### config.mk
export PLATFORM = sky130hd
export DESIGN_NAME = sha256_digest_reader
export DESIGN_NICKNAME = d
export VERILOG_FILES = /design/src/rtl/sha256_pkg.sv /design/src/rtl/sha256_digest_buffer.sv /design/src/rtl/sha256_digest_reader.sv
export SDC_FILE = /design/constraint.sdc
export NUM_CORES = 1
export LEC_CHECK = 0
export CORE_MARGIN = 5
export CORE_UTILIZATION = 40
export DETAILED_ROUTE_END_ITERATION = 12
export PLACE_DENSITY = 0.66
export SKIP_CTS_REPAIR_TIMING = 1
export SLEW_MARGIN = 20
export SYNTH_ARGS = -nofsm -noshare
export SYNTH_HDL_FRONTEND = slang
export SYNTH_SLANG_ARGS = --single-unit
### constraint.sdc
create_clock -name CLK -period 14.1 [get_ports CLK]
set_clock_uncertainty 0.2 [all_clocks]
set_input_delay 3.525 -clock CLK [delete_from_list [all_inputs] [get_ports CLK]]
set_output_delay 3.525 -clock CLK [all_outputs]
set_load 0.03 [all_outputs]
### src/rtl/sha256_pkg.sv
// Shared sizes, FSM state type and SHA-256 initial hash values.
// No logic; constants only.
// Imported by the digest reader, its buffer and the bench.
package sha256_pkg;

    localparam int WORD_W    = 32;
    localparam int NUM_WORDS = 8;
    localparam int DIGEST_W  = WORD_W * NUM_WORDS;

    typedef enum logic {
        IDLE   = 1'b0,
        STREAM = 1'b1
    } state_t;

    // FIPS 180-4 initial hash values H0..H7
    localparam logic [31:0] H0_INIT = 32'h6a09e667;
    localparam logic [31:0] H1_INIT = 32'hbb67ae85;
    localparam logic [31:0] H2_INIT = 32'h3c6ef372;
    localparam logic [31:0] H3_INIT = 32'ha54ff53a;
    localparam logic [31:0] H4_INIT = 32'h510e527f;
    localparam logic [31:0] H5_INIT = 32'h9b05688c;
    localparam logic [31:0] H6_INIT = 32'h1f83d9ab;
    localparam logic [31:0] H7_INIT = 32'h5be0cd19;

endpackage

### src/rtl/sha256_digest_buffer.sv
// Shadow register file holding one digest snapshot, read by word index.
// Capture on the load edge; read is combinational from the registers.
// No backpressure of its own; the reader decides when to load and advance.
module sha256_digest_buffer
    import sha256_pkg::*;
#(
    parameter int WORD_W    = sha256_pkg::WORD_W,
    parameter int NUM_WORDS = sha256_pkg::NUM_WORDS,
    parameter bit MSW_FIRST = 1'b1,
    parameter int IDX_W     = (NUM_WORDS > 1) ? $clog2(NUM_WORDS) : 1
) (
    input  logic                        CLK,
    input  logic                        RST,
    input  logic                        load,
    input  logic [WORD_W*NUM_WORDS-1:0] digest_i,
    input  logic [IDX_W-1:0]            rd_idx,
    output logic [WORD_W-1:0]           rd_data
);

    // Stored in emission order, so entry 0 is always the first word out.
    logic [WORD_W-1:0] mem [NUM_WORDS];

    // Snapshot every word of the digest on the same edge.
    always_ff @(posedge CLK or posedge RST) begin
        if (RST) begin
            for (int i = 0; i < NUM_WORDS; i++) begin
                mem[i] <= '0;
            end
        end else if (load) begin
            for (int i = 0; i < NUM_WORDS; i++) begin
                if (MSW_FIRST) begin
                    mem[i] <= digest_i[(NUM_WORDS-1-i)*WORD_W +: WORD_W];
                end else begin
                    mem[i] <= digest_i[i*WORD_W +: WORD_W];
                end
            end
        end
    end

    assign rd_data = mem[rd_idx];

endmodule

### src/rtl/sha256_digest_reader.sv
// Snapshots the final SHA-256 state and streams it as NUM_WORDS words.
// Latency: load at edge N -> word 0 valid during cycle N+1; one word/cycle.
// Backpressure: out_data/out_last hold while out_valid && !out_ready.
module sha256_digest_reader
    import sha256_pkg::*;
#(
    parameter int WORD_W    = sha256_pkg::WORD_W,
    parameter int NUM_WORDS = sha256_pkg::NUM_WORDS,
    parameter bit MSW_FIRST = 1'b1
) (
    input  logic                        CLK,
    input  logic                        RST,
    input  logic                        flush,
    input  logic                        load,
    input  logic [WORD_W*NUM_WORDS-1:0] digest_i,
    output logic                        out_valid,
    input  logic                        out_ready,
    output logic [WORD_W-1:0]           out_data,
    output logic                        out_last,
    output logic                        busy,
    output logic                        done
);

    localparam int               IDX_W    = (NUM_WORDS > 1) ? $clog2(NUM_WORDS) : 1;
    localparam logic [IDX_W-1:0] LAST_IDX = IDX_W'(NUM_WORDS - 1);

    state_t            state;
    logic [IDX_W-1:0]  idx;
    logic [WORD_W-1:0] rd_data;
    logic              load_acc;

    // A load is only taken from IDLE and never alongside a flush, so a
    // snapshot in flight is never overwritten.
    assign load_acc = load && !flush && (state == IDLE);

    sha256_digest_buffer #(
        .WORD_W    (WORD_W),
        .NUM_WORDS (NUM_WORDS),
        .MSW_FIRST (MSW_FIRST),
        .IDX_W     (IDX_W)
    ) u_buffer (
        .CLK      (CLK),
        .RST      (RST),
        .load     (load_acc),
        .digest_i (digest_i),
        .rd_idx   (idx),
        .rd_data  (rd_data)
    );

    // Readout FSM: word index, handshake and registered valid/done.
    always_ff @(posedge CLK or posedge RST) begin
        if (RST) begin
            state     <= IDLE;
            idx       <= '0;
            out_valid <= 1'b0;
            done      <= 1'b0;
        end else begin
            done <= 1'b0;
            if (flush) begin
                state     <= IDLE;
                idx       <= '0;
                out_valid <= 1'b0;
            end else begin
                case (state)
                    IDLE: begin
                        if (load) begin
                            state     <= STREAM;
                            idx       <= '0;
                            out_valid <= 1'b1;
                        end
                    end
                    STREAM: begin
                        if (out_ready) begin
                            if (idx == LAST_IDX) begin
                                state     <= IDLE;
                                idx       <= '0;
                                out_valid <= 1'b0;
                                done      <= 1'b1;
                            end else begin
                                idx <= idx + IDX_W'(1);
                            end
                        end
                    end
                    default: begin
                        state     <= IDLE;
                        idx       <= '0;
                        out_valid <= 1'b0;
                    end
                endcase
            end
        end
    end

    // Data is muxed straight from registers, so it is stable while stalled.
    assign out_data = out_valid ? rd_data : '0;
    assign out_last = out_valid && (idx == LAST_IDX);
    assign busy     = (state != IDLE);

endmodule
; ---- After elaboration in Yosys (flattened, before gate mapping)
; Cells that the tools add are included.
[totals]
romBits = 0
word_cells = 49
input_bits = 261
latch_bits = 0
mem_bits_rw = 0
regBits = 262
memories = 0
output_inout_bits = 36
[op_classes]
mux = 23
n_reduce_logical = 6
multipliers = 0
shift = 0
n_div = 0
eq_ne = 4
n_bitwise = 2
order_cmp = 1
add_sub_neg = 1
[ops]
columns = op, count
row1 = binary-select mux 32 bit (select 3 bit), 1
row2 = two-way mux 32 bit, 3
row3 = two-way mux 1 bit, 12
row4 = two-way mux 3 bit, 4
row5 = inequality test 3 bit (second input constant), 2
row6 = case mux 3 bit (2 select lines), 1
row7 = greater-or-equal comparator 4 bit (second input constant), 1
row8 = inverter 3 -> 4 bit, 1
row9 = case mux 1 bit (2 select lines), 2
row10 = adder 3 x 1 -> 3 bit (second input constant), 1
row11 = == test 3 bit (second input constant), 1
row12 = logical AND 1 bit, 3
row13 = inequality test 3 x 2 -> 1 bit (second input constant), 1
row14 = AND reduction 3 bit, 1
row15 = AND reduction 2 bit, 1
row16 = logical NOT 1 bit, 1
row17 = inverter 1 bit, 1

; ---- Depth between registers and ports, before layout
; Gate-level depths: netlist of the first run.
[depth]
word_depth = 5
mapped_depth = 6
depth_no_buf = 5

; ---- By module
; A second synthesis of the first run with hierarchy kept.
[unflattened]
cells_unflattened = 723
hier_area_um2 = 12035.3
[by_module_without_submodules]
columns = module, n_inst, cells_each, area_each_um2, seq_area_each_um2
row1 = sha256_digest_buffer, 1, 655, 11471.0, 6406.1
row2 = sha256_digest_reader, 1, 68, 564.3, 150.1

; ---- Least setup slack after synthesis of the first run
; Ideal clock, no wire load.
[synth_timing]
kind = reg2out
from = register idx[2]
to = output port out_data[24]
stages_incl_launch_ff = 7
required_ns = 10.375
path_buffers = 3
path_slack_ns = 8.442
t_arrival_ns = 1.933
path_cell_list = dfrtp_1 -> buf_4 -> buf_4 -> buf_4 -> mux4_2 -> inv_1 -> a221oi_1
[synth_between]
elab_chain_len = 5
[synth_rtl]
columns = item, line_no
row1 = start: declaration, sha256_digest_reader.sv:28  ; logic [IDX_W-1:0] idx;
row2 = start signal: assignment, sha256_digest_reader.sv:80  ; idx <= idx + IDX_W'(1);
row3 = inverter 3 -> 4 bit (implied by the code), sha256_digest_buffer.sv:40  ; assign rd_data = mem[rd_idx];
row4 = binary-select mux 32 bit (select 3 bit), sha256_digest_buffer.sv:40
row5 = two-way mux 32 bit (implied by the code) (2 in series), sha256_digest_buffer.sv:40
row6 = two-way mux 32 bit, sha256_digest_reader.sv:95  ; assign out_data = out_valid ? rd_data : '0;
row7 = end: declaration, sha256_digest_reader.sv:18  ; output logic [WORD_W-1:0] out_data,
; No other way between the ends. The select of a mux whose other input is x is not followed.

; ---- Worst setup path after layout of the first run
[layout_timing]
from = register idx[2]
to = output port out_data[7]
; Same word-level chain as after synthesis.

==> results.sh, run 1 <==
export IMPL_area_growth_synth_to_final_pct=30.2
export IMPL_critical_path_max_fanout=56
export IMPL_finalWirelength_um=34600
export IMPL_synth_area_leader_cell="sky130_fd_sc_hd__dfrtp_1"
export IMPL_timing_final_hold_violations=0
export IMPL_power_static_leakage_nw=7.25
export IMPL_grt_first_pass_wirelength_um=51900
export IMPL_max_vdd_ir_drop_mv=0.0979
export IMPL_power_density_nw_per_um2=131
export IMPL_regToRegStartpoint="busy"
export IMPL_synth_seq_area_share_pct=49.8
export IMPL_antenna_left=0
export IMPL_routability_driven_placement_congestion_ratio=0.825
export IMPL_cts_root_buffer="sky130_fd_sc_hd__clkbuf_16"
export IMPL_most_used_dff_post_synth="sky130_fd_sc_hd__dfrtp_1"
export IMPL_maxSlewViolCount=0
export IMPL_crit_chain="buf_4, mux2_2, o21ai_0, a221oi_1, clkdlybuf4s50_1"
export IMPL_dpl_hpwl_um=23800
export IMPL_synth_seq_cells=262
export IMPL_drv_cap=0
export IMPL_postSynthNetCount=1053
export IMPL_synth_top_area_share_pct=49.8
export IMPL_worstHoldPathType="reg2reg"
export IMPL_hold_path_startpoint="u_buffer.mem[42]"
export IMPL_slew_limit_headroom_pct=17.5
export IMPL_cts_max_path_buffers=3
export IMPL_largest_net_degree_at_the_start_of_global_routing=143
export IMPL_cts_htree_levels=1
export IMPL_worstSetupPathType="reg2out"
export IMPL_mostFrequentLayoutCells="sky130_fd_sc_hd__clkdlybuf4s50_1, sky130_fd_sc_hd__dfrtp_1, sky130_fd_sc_hd__mux2_4"
export IMPL_post_synth_num_cell_types=28
export IMPL_cp_end_kind="output pin"
export IMPL_whs_endpoint="u_buffer.mem[42]"
export IMPL_design_final_nets=1335
export IMPL_tritoncts_num_buffers=30
export IMPL_first_global_vias=8462
export IMPL_min_delay_path_depth=1
export IMPL_worst_r2r_cell_count=5
export IMPL_tritoncts="yes"
export IMPL_worstSkewPairLatency_ps=540
export IMPL_path_clk_slew_ps=60
export IMPL_mostFrequentLayoutCell="sky130_fd_sc_hd__clkdlybuf4s50_1"
export IMPL_post_route_drc_count=0
export IMPL_synth_warning_count=0
export IMPL_die_w_um=191
export IMPL_grt_usage_pct=18.4
export IMPL_grt_overflow=0
export IMPL_antenna_found_initial=5
export IMPL_synth_top_cells_by_area="sky130_fd_sc_hd__dfrtp_1, sky130_fd_sc_hd__mux2_4, sky130_fd_sc_hd__mux4_2, sky130_fd_sc_hd__mux2_2, sky130_fd_sc_hd__buf_12"
export IMPL_ff2ff_setup_slack_ps=10290
export IMPL_crit_path_max_incr_delay_ps=930
export IMPL_cp_start_kind="register"
export IMPL_setup_violations=0
export IMPL_design_die_area_um2=36600
export IMPL_ios=297
export IMPL_fin_setup_tns_ps=0
export IMPL_num_rows=66
export IMPL_timing_critical_path_required_ps=10380
export IMPL_slowest_stage="sky130_fd_sc_hd__dfrtp_4"
export IMPL_r2r_end="u_buffer.mem[36]"
export IMPL_post_drt_wl_per_cell_um=22.5
export IMPL_port_buffers=296
export IMPL_max_clock_freq_mhz=131
export IMPL_fp_coreArea_um2=32500
export IMPL_drtIter0Drc=346
export IMPL_final_min_period_over_clock_period_pct=54.3
export IMPL_grt_setup_unrepaired="false"
export IMPL_route_detailed_vias_per_inst=4.95
export IMPL_num_vias=7625
export IMPL_final_period_minus_worst_setup_slack_ps=7660
export IMPL_floorplan_initialDensity_pct=40.4
export IMPL_drt_pre_antenna_iters=4
export IMPL_syn_inst=789
export IMPL_path_buf_inv=2
export IMPL_stdcell_area_um2=17100
export IMPL_chipHeight_um=191
export IMPL_postPlaceCellArea_um2=16100
export IMPL_tightest_slew_ps=1240
export IMPL_drive_gt1_share_pct=35.1
export IMPL_syn_cell_area_um2=13200
export IMPL_critical_path_arrival_ps=3930
export IMPL_status="completed"
export IMPL_fillers=2763
export IMPL_cts_sinks=262
export IMPL_syn_mean_instance_area_um2=16.7
export IMPL_number_of_enable_type_register_cells_in_the_synthesized_netlist=0
export IMPL_critPathTopFamily="buffers and inverters"
export IMPL_synthArstFlopShare_pct=100
==> stage by stage <==
step           power, mW  worst slack [ps]  std cells  hold WS (ps)  util, %
2_1_floorplan       1.31              3160        789           275        -
3_3_place_gp        1.47              6790       1480           285     49.5
3_5_place_dp        1.48              6760       1480           290     49.5
4_1_cts             2.27              6420       1532           307     52.5
5_1_grt             2.35              6270       1538           316     52.7
6_report            2.25              6440       1540           301     52.7
==> logic make-up after synthesis <==
group                      count (synthesis)  share of synthesized area, %
DFF                                      262                          49.8
and+or+nand+nor                           12                         0.685
muxes                                    354                          39.6
AOI/OAI and AO/OA                         68                          3.57
buffers and inverters                     90                          6.06
adders and majority gates                  3                         0.285
==> worst max-delay path by stage <==
stage / cells past startpoint / start / slack [ps] / end
after floorplan: 1 / RST / 3160 / busy
after global placement: 6 / load / 6790 / u_buffer.mem[230]
after detailed placement: 6 / load / 6760 / u_buffer.mem[35]
after CTS: 5 / idx[2] / 6420 / out_data[7]
after global routing: 5 / idx[2] / 6270 / out_data[7]
final: 5 / idx[2] / 6440 / out_data[7]
==> power by group <==
part | internal [mW] | switching [mW] | leakage (nW)
clock network | 0.470 | 0.307 | 0.480
logic | 0.326 | 0.168 | 3.68
registers | 0.895 | 0.0801 | 3.09
==> metal layers <==
layer / track usage, % / vias up / wire, um
met1: 26.0 / 3900 / 15600
met4: 5.94 / 0 / 1040
met3: 4.13 / 52 / 2080
met2: 28.3 / 209 / 15900
met5: 0 / - / 0
li1: - / 3464 / -
==> state kept, by name, summed over array words and instances (netlist names) <==
signal	cells
out_valid	1
busy	1
done	1
u_buffer.mem	256
idx	3
==> synth_stat cells, types with 2 or more instances <==
library cell	count
sky130_fd_sc_hd__dfrtp_1	262
sky130_fd_sc_hd__mux2_4	240
sky130_fd_sc_hd__mux2_2	50
sky130_fd_sc_hd__inv_1	33
sky130_fd_sc_hd__a221oi_1	32
sky130_fd_sc_hd__mux2i_1	32
sky130_fd_sc_hd__mux4_2	32
sky130_fd_sc_hd__o21ai_0	32
sky130_fd_sc_hd__buf_12	22
sky130_fd_sc_hd__buf_4	12
sky130_fd_sc_hd__clkbuf_1	10
sky130_fd_sc_hd__buf_2	6
sky130_fd_sc_hd__buf_6	6
sky130_fd_sc_hd__ha_1	3
sky130_fd_sc_hd__nor2_1	3
sky130_fd_sc_hd__and4b_1	2
==> cell type report <==
class | instances | area, um2 | share of cell area, %
Tap cell | 442 | 553 | 3.23
Clock inverter | 9 | 134 | 0.781
Clock buffer | 43 | 850 | 4.96
Antenna cell | 7 | 17.5 | 0.102
Inverter | 33 | 131 | 0.767
Sequential cell | 262 | 6560 | 38.3
Timing Repair Buffer | 307 | 3080 | 18.0
Multi-Input combinational cell | 437 | 5810 | 33.9
No activity file was read; power rests on OpenSTA's default activity.
==> inputs of run 2 (changes only) <==
- PLACE_DENSITY: 0.66 -> 0.68
- clock period: 14.1 -> 6.6 ns (I/O delays scaled with it)
==> run 2 against run 1 <==
Power increased by 120%; combinational power increased by 110%; sequential power increased by 110%; via count decreased by 0.49%; clock power increased by 130%; critical path type unchanged; critical endpoint is now out_data[28]; highest routed layer unchanged.
==> results.sh, run 2 (synthesis results as in run 1) <==
export IMPL_worstSetupPathType="reg2out"
export IMPL_critical_path_max_fanout=37
export IMPL_cp_end_kind="output pin"
export IMPL_route_detailed_vias_per_inst=4.92
export IMPL_largest_register_ffs=256
export IMPL_maxSlewViolCount=0
export IMPL_max_vdd_ir_drop_mv=0.192
export IMPL_fillers=2725
export IMPL_cts_max_path_buffers=3
export IMPL_worstSkewPairLatency_ps=550
export IMPL_regToRegStartpoint="busy"
export IMPL_worst_r2r_cell_count=4
export IMPL_final_period_minus_worst_setup_slack_ps=5200
export IMPL_setup_violations=0
export IMPL_status="completed"
export IMPL_drv_cap=0
export IMPL_slew_limit_headroom_pct=25.4
export IMPL_final_min_period_over_clock_period_pct=78.8
export IMPL_min_delay_path_depth=1
export IMPL_cts_htree_levels=1
export IMPL_num_rows=66
export IMPL_dpl_hpwl_um=24000
export IMPL_tritoncts_num_buffers=31
export IMPL_ff2ff_setup_slack_ps=4090
export IMPL_whs_endpoint="u_buffer.mem[81]"
export IMPL_post_route_util_pct=53.0
export IMPL_mostFrequentLayoutCell="sky130_fd_sc_hd__clkdlybuf4s50_1"
export IMPL_top_regs="u_buffer.mem (256), idx (3)"
export IMPL_path_buf_inv=3
export IMPL_design_final_nets=1335
export IMPL_cell_seen_most_often_among_critical_path_stages="sky130_fd_sc_hd__buf_4"
export IMPL_largest_net_degree_at_the_start_of_global_routing=152
export IMPL_grt_overflow=0
export IMPL_first_global_vias=8319
export IMPL_routability_driven_placement_congestion_ratio=0.833
export IMPL_crit_path_max_incr_delay_ps=750
export IMPL_final_hold_worst_slack_ps=302
export IMPL_timing_final_hold_violations=0
export IMPL_antenna_found_initial=6
export IMPL_timing_critical_path_required_ps=4750
export IMPL_design_die_area_um2=36600
export IMPL_fin_total_pwr_mw=4.90
export IMPL_drt_pre_antenna_iters=6
export IMPL_path_clk_slew_ps=60
export IMPL_ios=297
export IMPL_setup_ws_ps=1400
export IMPL_worst_setup_path_startpoint="idx[0]"
export IMPL_tightest_slew_ps=1120
export IMPL_tritoncts="yes"
export IMPL_port_buffers=296
export IMPL_registers_top_by_ff_count="u_buffer.mem"
export IMPL_cts_sinks=262
export IMPL_fin_setup_tns_ps=0
export IMPL_pre_cts_ws_ps=1950
export IMPL_hold_path_startpoint="u_buffer.mem[81]"
export IMPL_post_drt_wl_per_cell_um=22.4
export IMPL_crit_chain="buf_4, nand2b_1, buf_4, o21ai_0, a221oi_1, clkdlybuf4s50_1"
export IMPL_chipHeight_um=191
export IMPL_path_length_in_cells_of_the_critical_path=6
export IMPL_critPathTopFamily="buffers and inverters"
export IMPL_fp_coreArea_um2=32500
export IMPL_post_route_drc_count=0
export IMPL_grt_setup_unrepaired="false"
export IMPL_slowest_stage="sky130_fd_sc_hd__clkdlybuf4s50_1"
export IMPL_cts_root_buffer="sky130_fd_sc_hd__clkbuf_16"
export IMPL_power_static_leakage_nw=7.29
export IMPL_r2r_end="u_buffer.mem[236]"
export IMPL_num_vias=7588
export IMPL_die_w_um=191
export IMPL_cp_start_kind="register"
export IMPL_floorplan_initialDensity_pct=40.4
export IMPL_drive_gt1_share_pct=35.7
export IMPL_critical_path_arrival_ps=3350
export IMPL_mostFrequentLayoutCells="sky130_fd_sc_hd__clkdlybuf4s50_1, sky130_fd_sc_hd__dfrtp_1, sky130_fd_sc_hd__mux2_4"
export IMPL_worstHoldPathType="reg2reg"
export IMPL_grt_usage_pct=18.3
export IMPL_grt_first_pass_wirelength_um=51800
export IMPL_finalWirelength_um=34600
export IMPL_drtIter0Drc=409
export IMPL_antenna_left=0
export IMPL_max_clock_freq_mhz=192
export IMPL_area_growth_synth_to_final_pct=30.9
export IMPL_power_density_nw_per_um2=285
-- run 2: cell types whose count changed in the layout (fill, tap and decap cells not counted), sizes merged --
| cell | change |
|---|---|
| clkinv | +1 |
| buf | -1 |
| clkinvlp | +3 |
| clkbuf | -1 |
| inv | +1 |
-- run 2: layout make-up --
class	count	area (um2)	share of cell area, %
inverters	33	128	0.741
diodes	7	17.5	0.102
multi-input cells	437	5810	33.7
flip-flops and latches	262	6560	38.1
clock inverters	14	160	0.930
repair buffers	306	3100	18.0
well taps	442	553	3.21
clock buffers	42	897	5.21
-- run 2: per-layer routing --
metal | routed length, um | up-vias | track usage [%]
li1 | - | 3477 | -
met1 | 16100 | 3863 | 27.4
met2 | 16000 | 210 | 27.5
met3 | 1830 | 38 | 3.20
met4 | 557 | 0 | 5.33
met5 | 0 | - | 0
-- run 2: power by group --
part,internal (mW),switching (mW)
logic,0.697,0.357
registers,1.91,0.178
clock network,1.06,0.694
total,3.67,1.23
-- run 2: how the worst max path moves through the flow --
stage              endpoint  slack, ps
4_1_cts        out_data[15]       1340
3_5_place_dp   out_data[15]       1950
2_1_floorplan          busy       1290
6_report       out_data[28]       1400
5_1_grt        out_data[28]       1210
3_3_place_gp   out_data[15]       1970
-- run 2: metrics by stage --
stage               area, um2  cells
CTS                     17200   1536
global placement        16200   1480
floorplan               13200    789
finish                  17200   1543
global route            17200   1542
detailed placement      16200   1480
